**config.mk**
```make
export PLATFORM = sky130hd
export DESIGN_NAME = multicycle_control
export DESIGN_NICKNAME = d
export VERILOG_FILES = /design/src/rtl/multicycle_control.sv
export SDC_FILE = /design/constraint.sdc
export NUM_CORES = 1
export LEC_CHECK = 0
export CORE_MARGIN = 2
export CORE_UTILIZATION = 40
export CTS_BUF_LIST = sky130_fd_sc_hd__clkbuf_16
export DETAILED_ROUTE_END_ITERATION = 10
export PLACE_DENSITY = 0.65
export SLEW_MARGIN = 10
export SYNTH_ARGS = -nofsm -noshare
export SYNTH_HDL_FRONTEND = slang
export SYNTH_SLANG_ARGS = --single-unit
```
**constraint.sdc**
```tcl
create_clock -name clk -period 3.6 [get_ports clk]
set_input_delay 0.72 -clock clk [delete_from_list [all_inputs] [get_ports clk]]
set_output_delay 0.72 -clock clk [all_outputs]
set_load 0.005 [all_outputs]
```
**src/rtl/multicycle_control.sv**
```systemverilog
// multicycle_control: sequences each MIPS instruction through fetch/decode/execute/memory/write-back and drives the datapath controls.
// Latency: one state per clock; lw 5, sw/R-type/addi 4, beq/j/jal/jr 3 cycles, plus one per memory wait cycle.
// Backpressure: memReady low holds FETCH/MEMRD/MEMWR; a watchdog traps a stalled access into a sticky ERROR state.
module multicycle_control #(
   parameter int OPCODE_W    = 6,
   parameter int MEM_TIMEOUT = 16
) (
   input  logic                clk,
   input  logic                reset_n,
   input  logic [OPCODE_W-1:0] opCode,
   input  logic                memReady,
   output logic                PCWrite,
   output logic                PCWriteCond,
   output logic                IorD,
   output logic                MemRead,
   output logic                MemWrite,
   output logic                IRWrite,
   output logic                MemtoReg,
   output logic                RegWrite,
   output logic                RegDst,
   output logic                ALUSrcA,
   output logic [1:0]          ALUSrcB,
   output logic [1:0]          ALUOp,
   output logic [1:0]          PCSource,
   output logic                RegDstJAL,
   output logic                MemtoRegJAL,
   output logic                memError,
   output logic [3:0]          state
);

   // A zero timeout disables the watchdog; keep the counter at least one bit wide.
   localparam int CNT_W = (MEM_TIMEOUT > 0) ? $clog2(MEM_TIMEOUT + 1) : 1;

   localparam logic [OPCODE_W-1:0] OP_LW   = OPCODE_W'(6'b100011);
   localparam logic [OPCODE_W-1:0] OP_SW   = OPCODE_W'(6'b101011);
   localparam logic [OPCODE_W-1:0] OP_BEQ  = OPCODE_W'(6'b000100);
   localparam logic [OPCODE_W-1:0] OP_J    = OPCODE_W'(6'b000010);
   localparam logic [OPCODE_W-1:0] OP_JAL  = OPCODE_W'(6'b000011);
   localparam logic [OPCODE_W-1:0] OP_JR   = OPCODE_W'(6'b010000);
   localparam logic [OPCODE_W-1:0] OP_ADDI = OPCODE_W'(6'b001000);

   typedef enum logic [3:0] {
      FETCH  = 4'd0,
      DECODE = 4'd1,
      MEMADR = 4'd2,
      MEMRD  = 4'd3,
      MEMWB  = 4'd4,
      MEMWR  = 4'd5,
      EXEC   = 4'd6,
      ALUWB  = 4'd7,
      BRANCH = 4'd8,
      JUMP   = 4'd9,
      ADDIEX = 4'd10,
      ADDIWB = 4'd11,
      JAL    = 4'd12,
      JR     = 4'd13,
      ERROR  = 4'd15
   } state_t;

   // Moore part of the control word; the FETCH IRWrite/PCWrite term is added combinationally.
   typedef struct packed {
      logic       pcWrite;
      logic       pcWriteCond;
      logic       iorD;
      logic       memRead;
      logic       memWrite;
      logic       memtoReg;
      logic       regWrite;
      logic       regDst;
      logic       aluSrcA;
      logic [1:0] aluSrcB;
      logic [1:0] aluOp;
      logic [1:0] pcSource;
      logic       regDstJal;
      logic       memtoRegJal;
      logic       memError;
   } ctrl_t;

   state_t           stateQ;
   state_t           nextState;
   ctrl_t            ctrlQ;
   logic [CNT_W-1:0] waitCnt;
   logic             waiting;
   logic             timeout;

   function automatic ctrl_t decodeCtrl(input state_t s);
      ctrl_t c;
      c = '0;
      case (s)
         FETCH:  begin c.memRead = 1'b1; c.aluSrcB = 2'b01; end
         DECODE: begin c.aluSrcB = 2'b11; end
         MEMADR: begin c.aluSrcA = 1'b1; c.aluSrcB = 2'b10; end
         MEMRD:  begin c.memRead = 1'b1; c.iorD = 1'b1; end
         MEMWB:  begin c.memtoReg = 1'b1; c.regWrite = 1'b1; end
         MEMWR:  begin c.memWrite = 1'b1; c.iorD = 1'b1; end
         EXEC:   begin c.aluSrcA = 1'b1; c.aluOp = 2'b10; end
         ALUWB:  begin c.regDst = 1'b1; c.regWrite = 1'b1; end
         BRANCH: begin
            c.aluSrcA = 1'b1; c.aluOp = 2'b01; c.pcWriteCond = 1'b1; c.pcSource = 2'b01;
         end
         JUMP:   begin c.pcWrite = 1'b1; c.pcSource = 2'b10; end
         JAL:    begin
            c.pcWrite = 1'b1; c.pcSource = 2'b10; c.regWrite = 1'b1;
            c.regDstJal = 1'b1; c.memtoRegJal = 1'b1;
         end
         JR:     begin c.pcWrite = 1'b1; c.pcSource = 2'b11; end
         ADDIEX: begin c.aluSrcA = 1'b1; c.aluSrcB = 2'b10; end
         ADDIWB: begin c.regWrite = 1'b1; end
         default: c.memError = 1'b1;
      endcase
      return c;
   endfunction

   // Next-state selection, including the watchdog trap on a stalled memory access.
   always_comb begin
      waiting   = (stateQ == FETCH) || (stateQ == MEMRD) || (stateQ == MEMWR);
      timeout   = (MEM_TIMEOUT != 0) && waiting && !memReady &&
                  (waitCnt == CNT_W'(MEM_TIMEOUT - 1));
      nextState = stateQ;
      case (stateQ)
         FETCH:  if (memReady) nextState = DECODE; else if (timeout) nextState = ERROR;
         DECODE: begin
            if (opCode == OP_LW || opCode == OP_SW) nextState = MEMADR;
            else if (opCode == OP_BEQ)              nextState = BRANCH;
            else if (opCode == OP_J)                nextState = JUMP;
            else if (opCode == OP_JAL)              nextState = JAL;
            else if (opCode == OP_JR)               nextState = JR;
            else if (opCode == OP_ADDI)             nextState = ADDIEX;
            else                                    nextState = EXEC;
         end
         MEMADR: nextState = (opCode == OP_SW) ? MEMWR : MEMRD;
         MEMRD:  if (memReady) nextState = MEMWB; else if (timeout) nextState = ERROR;
         MEMWR:  if (memReady) nextState = FETCH; else if (timeout) nextState = ERROR;
         EXEC:   nextState = ALUWB;
         ADDIEX: nextState = ADDIWB;
         MEMWB, ALUWB, BRANCH, JUMP, JAL, JR, ADDIWB: nextState = FETCH;
         default: nextState = ERROR;
      endcase
   end

   // State, wait counter and registered control word; reset lands directly on FETCH controls.
   always_ff @(posedge clk or negedge reset_n) begin
      if (!reset_n) begin
         stateQ  <= FETCH;
         waitCnt <= '0;
         ctrlQ   <= decodeCtrl(FETCH);
      end else begin
         stateQ <= nextState;
         ctrlQ  <= decodeCtrl(nextState);
         if (nextState != stateQ)
            waitCnt <= '0;
         else if (waiting && !memReady && (MEM_TIMEOUT != 0))
            waitCnt <= waitCnt + 1'b1;
      end
   end

   // Instruction fetch completes in the same cycle memory answers.
   assign IRWrite     = (stateQ == FETCH) && memReady;
   assign PCWrite     = ctrlQ.pcWrite | IRWrite;
   assign PCWriteCond = ctrlQ.pcWriteCond;
   assign IorD        = ctrlQ.iorD;
   assign MemRead     = ctrlQ.memRead;
   assign MemWrite    = ctrlQ.memWrite;
   assign MemtoReg    = ctrlQ.memtoReg;
   assign RegWrite    = ctrlQ.regWrite;
   assign RegDst      = ctrlQ.regDst;
   assign ALUSrcA     = ctrlQ.aluSrcA;
   assign ALUSrcB     = ctrlQ.aluSrcB;
   assign ALUOp       = ctrlQ.aluOp;
   assign PCSource    = ctrlQ.pcSource;
   assign RegDstJAL   = ctrlQ.regDstJal;
   assign MemtoRegJAL = ctrlQ.memtoRegJal;
   assign memError    = ctrlQ.memError;
   assign state       = stateQ;

endmodule
```
## After elaboration in Yosys (flattened, before gate mapping)

Cells that the tools add are included.

- Input port bits: 9
- Register bits: 27
- Logic and storage cells: 101
- Output and inout bits: 23

- Bitwise operators: 1
- Add/sub/neg operators: 1
- Eq/ne operators: 35
- Mux-type cells: 28
- Reduce and logical (&&, ||, !) cells: 19

Operators by type and width:

| operator | count |
|---|---|
| $eq A4 B4 Y1 const B | 12 |
| $mux W4 | 10 |
| $eq A4 B3 Y1 const B | 8 |
| $pmux W4 S8 | 1 |
| $eq A4 B2 Y1 const B | 4 |
| $reduce_or A14 Y1 | 1 |
| $eq A6 B2 Y1 const B | 2 |
| $eq A6 B6 Y1 const B | 2 |
| $pmux W2 S3 | 2 |
| $mux W1 | 10 |
| $mux W5 | 2 |
| $eq A4 B1 Y1 const B | 2 |
| $logic_not A4 Y1 | 2 |
| $reduce_or A2 Y1 | 4 |
| $reduce_or A4 Y1 | 2 |
| $reduce_or A7 Y1 | 1 |
| $eq A6 B3 Y1 const B | 1 |
| $eq A6 B4 Y1 const B | 1 |
| $eq A6 B5 Y1 const B | 1 |
| $add A5 B1 Y5 const B | 1 |
| $eq A5 B4 Y1 const B | 1 |
| $ne A4 B4 Y1 | 1 |
| $pmux W2 S2 | 1 |
| $logic_and A1 B1 Y1 | 3 |
| 7 further kinds | 9 |

## Longest topological paths before layout

- Word-level depth: 11
- Mapped depth: 11
- Gate-level depth less buffers: 10

## Least setup slack after synthesis

OpenSTA, ideal clock, no wires.

- Path type: register to register
- Start point: register waitCnt[0]
- End point: register waitCnt[4]
- Library setup time: 0.065 ns
- Clock period less this slack: 2.408 ns
- Setup slack: 1.192 ns
- Data required time: 3.535 ns
- Buffers on the path: 0
- Stages on the path, launching flop included: 10
- Arrival time: 2.343 ns
- Cells stage by stage: dfrtp_1 ha_1 and3_1 ha_1 o21bai_2 mux2i_1 a211o_1 or3b_1 a211oi_2 o211a_1

- Cells in the longest elaborated chain, start to end: 7
- Elaborated cells on any way between the ends: 12
- Classes of those cells: add/sub: 1; eq/ne: 2; mux: 7; reduce/logical: 2

Ends and longest elaborated chain:

| what | line | RTL |
|---|---|---|
| from (decl) | 82 | `logic [CNT_W-1:0] waitCnt;` |
| from (signal assigned) | 153 | `waitCnt <= waitCnt + 1'b1;` |
| $eq A5 B4 Y1 | 118 | `(waitCnt == CNT_W'(MEM_TIMEOUT - 1));` |
| $logic_and A1 B1 Y1 | 117 | `timeout = (MEM_TIMEOUT != 0) && waiting && !memReady &&` |
| $mux W4 | 121, 132, 133 |  |
| $mux W4 (on tied branches) | 133, 121, 132 |  |
| $pmux W4 S8 | 120 | `case (stateQ)` |
| $ne A4 B4 Y1 | 150 | `if (nextState != stateQ)` |
| $mux W5 / $reduce_bool A2 Y1 (equally long branches) | n/a |  |

Several ways; a longest one is shown, not always the timed one. The select of a mux whose other input is x is not followed.
A chain may end at the register's enable or synchronous reset.

## Worst setup path after layout

- Start point: input port memReady
- End point: output port PCWrite

- Cells in the longest elaborated chain, start to end: 2

Ends and longest elaborated chain:

| what | line | RTL |
|---|---|---|
| from (decl) | 11 | `input logic memReady,` |
| $logic_and A1 B1 Y1 | 158 | `assign IRWrite = (stateQ == FETCH) && memReady;` |
| $or A1 B1 Y1 | 159 | `assign PCWrite = ctrlQ.pcWrite \| IRWrite;` |
| to (decl) | 12 | `output logic PCWrite,` |

No other way between the ends.

==> results.py <==
metrics = {
    "placement": {
        "routabilityCongestion": 0.861,
        "hpwl_um": 2410,
        "dpl_worst_slack_ns": 0.603,
        "io_buffers": 31,
    },
    "die": {
        "start_util_pct": 41.8,
        "die_w_um": 65.9,
        "die_y_um": 65.9,
        "core_um2": 3660,
        "die_area_um2": 4340,
        "pin_count": 32,
        "rows": 22,
    },
    "setup_path": {
        "cp-end-kind": "output port",
        "r2r_slack_ns": 0.94,
        "arrival_ns": 2.09,
        "timing.rr.start": "waitCnt[0]$_DFFE_PN0P_",
        "critPathLaunchType": "input pin",
        "worstPathRequired_ns": 2.88,
        "critPathLaunch": "memReady",
        "r2r-end": "waitCnt[4]$_DFFE_PN0P_",
        "cp_max_fo": 6,
        "r2r_cells": 9,
        "endpoint": "PCWrite",
        "critPathKind": "input pin to output port",
    },
    "routing": {
        "wl_per_cell_um": 14.3,
        "drt_iter0_markers": 56,
        "routed_via_density": 5.34,
        "route.detailed.drc": 0,
        "firstDrtPassIters": 4,
        "num_vias": 1170,
        "drt-total-wl_um": 3140,
        "ant_nets": 0,
    },
    "timing": {
        "period_share_pct": 78.1,
        "setup_tns_ns": 0,
        "finClkSkew_ns": 0.00206,
        "setup_viol": 0,
        "final-hold-violation-count": 0,
        "rsz0062_at_grt": "false",
        "tightestPinTransition_ns": 1.06,
        "final_max_slew_viol_count": 0,
        "timing.fmax_mhz": 356,
        "fin_ws_ns": 0.790,
        "max_slew_margin_pct": 29.2,
        "min_period_ns": 2.81,
    },
    "cts": {
        "cts_hold_buffers": 0,
        "numCtsBuffers": 3,
        "tritoncts": "built",
        "htree_levels": 1,
        "post-cts-setup-buffers": 0,
        "clkLatencyLatePin_ns": 0.26,
        "root_buffer": "clkbuf_16",
        "cts-resized-gates": 0,
        "cts_sinks": 25,
        "clkTransAtPathRegs_ns": 0.06,
        "clock_path_buffers": 2,
    },
    "logic_synthesis": {
        "synth-edff-count": 0,
        "syn_avg_cell_area_um2": 10.0,
        "synth-seq-cells": 25,
        "syn_nets": 164,
        "ys_seq_area_share_pct": 41.0,
        "synth_cell_types": 58,
        "synth_area_leaders": "dfrtp_1 (38%), buf_4 (4.4%), dfstp_2 (3.4%)",
        "yosys.area.top_type": "dfrtp_1",
        "yosysWarnings": 0,
        "synthArstFlopShare_pct": 100,
        "yosysTopAreaCellShare_pct": 37.6,
        "ys.flop_type": "dfrtp_1",
        "postSynthCellCount": 153,
        "synth.cell_area_um2": 1530,
    },
    "finish": {
        "seq_area_um2": 628,
        "final_common_cell": "clkdlybuf4s50_1",
        "fin_nets": 183,
        "nFillCells": 343,
        "layout_common_cells": "clkdlybuf4s50_1 (31), dfrtp_1 (23), nor2_1 (12)",
        "area_growth_pct": 21.7,
        "multiInputGateArea_um2": 758,
        "antenna_cells": 0,
        "drive_gt1_share_pct": 12.9,
    },
    "global_routing": {
        "antenna_found_initial": 0,
        "grt_pass1_vias": 1109,
        "grt_usage_pct": 15.9,
        "grt_pass1_wl_um": 5340,
        "grt_max_degree": 26,
        "overflow": 0,
    },
    "power": {
        "p_per_area_nw_per_um2": 708,
        "p_leak_nw": 0.838,
        "peakVddDrop_uv": 393,
    },
    "worst_hold_path": {
        "hp-start": "waitCnt[4]$_DFFE_PN0P_",
        "hold_path_class": "register to register",
    },
    "run": {
        "drv_cap": 0,
    },
    "status": {
        "status": "complete, no violations",
    },
}
[stage by stage]
step / cells / power, mW / instance area [um^2] / hold slack (ns) / utilization (%)
5_1_grt: 219 / 1.42 / 1860 / 0.573 / 50.9
3_3_place_gp: 215 / 1.08 / 1780 / 0.505 / 48.7
3_5_place_dp: 215 / 1.09 / 1780 / 0.532 / 48.7
6_report: 219 / 1.32 / 1860 / 0.545 / 50.9
4_1_cts: 219 / 1.34 / 1860 / 0.545 / 50.9
2_1_floorplan: 153 / 0.911 / 1530 / 0.424 / -
[state kept, by name, indices dropped and copies added, names as in the netlist]
name         cells
ALUOp            1
ALUSrcA          1
ALUSrcB          2
IorD             1
MemRead          1
MemWrite         1
MemtoReg         1
MemtoRegJAL      1
PCSource         2
PCWriteCond      1
RegDst           1
RegWrite         1
ctrlQ            1
memError         1
state            4
waitCnt          5
[layout make-up]
type	count	area share, %
sequential	25	33.7
timing repair buffer	31	16.7
tap	48	3.22
multi-input combinational	104	40.7
clock inverter	1	0.269
clock buffer	3	4.03
inverter	7	1.41
[cell families (layout without fill, tap and decap cells)]
| kind of cell | Yosys count | in the layout | share of synthesized area [%] |
|---|---|---|---|
| adder cells (fa/ha/maj) | 3 | 3 | 2.29 |
| AO/OA/AOI/OAI | 26 | 26 | 13.2 |
| buffers and inverters | 24 | 42 | 9.48 |
| flip-flops | 25 | 25 | 41.0 |
| XOR/XNOR | 7 | 7 | 4.00 |
| multiplexers | 4 | 4 | 2.61 |
| AND/OR/NAND/NOR | 64 | 64 | 27.5 |
[power breakdown]
| part | total [mW] | switching [mW] | internal [mW] |
|---|---|---|---|
| logic | 0.638 | 0.327 | 0.311 |
| clock network | 0.239 | 0.0894 | 0.149 |
| registers | 0.443 | 0.0837 | 0.359 |
[worst min-delay path by stage]
stage                             endpoint  cells past startpoint  slack (ns)
floorplan               ALUOp[1]$_DFF_PN0_                      0        0.42
global placement    waitCnt[4]$_DFFE_PN0P_                      1        0.51
detailed placement  waitCnt[4]$_DFFE_PN0P_                      1        0.53
CTS                 waitCnt[4]$_DFFE_PN0P_                      1        0.54
global route        waitCnt[4]$_DFFE_PN0P_                      1        0.57
finish              waitCnt[4]$_DFFE_PN0P_                      1        0.55
[cell usage after synthesis, drive strengths merged, types with 3 or more instances]
library cell / number
dfrtp: 23
clkbuf: 4
nor3: 9
nor2: 12
o21ai: 4
and2: 6
nor2b: 3
xnor2: 3
and3: 3
mux2i: 4
nand2b: 4
inv: 7
nand2: 8
buf: 13
xor2: 4
o31ai: 3
[worst max-delay path, stage by stage]
cell,delay [ns]
clkdlybuf4s50_1,0.59
nand3_1,0.17
nand2b_1,0.11
clkdlybuf4s50_1,0.50
[layer usage]
layer / up-vias / part of all wire, % / GRT usage, % / routed length, um
met5: - / 0 / 0 / 0
met4: 0 / 1.1 / 4.69 / 36
met3: 5 / 3.7 / 3.24 / 116
met2: 26 / 50 / 26.9 / 1580
met1: 570 / 45 / 20.5 / 1410
li1: 569 / - / - / -
Note: power is estimated with default switching activity, not from simulation.
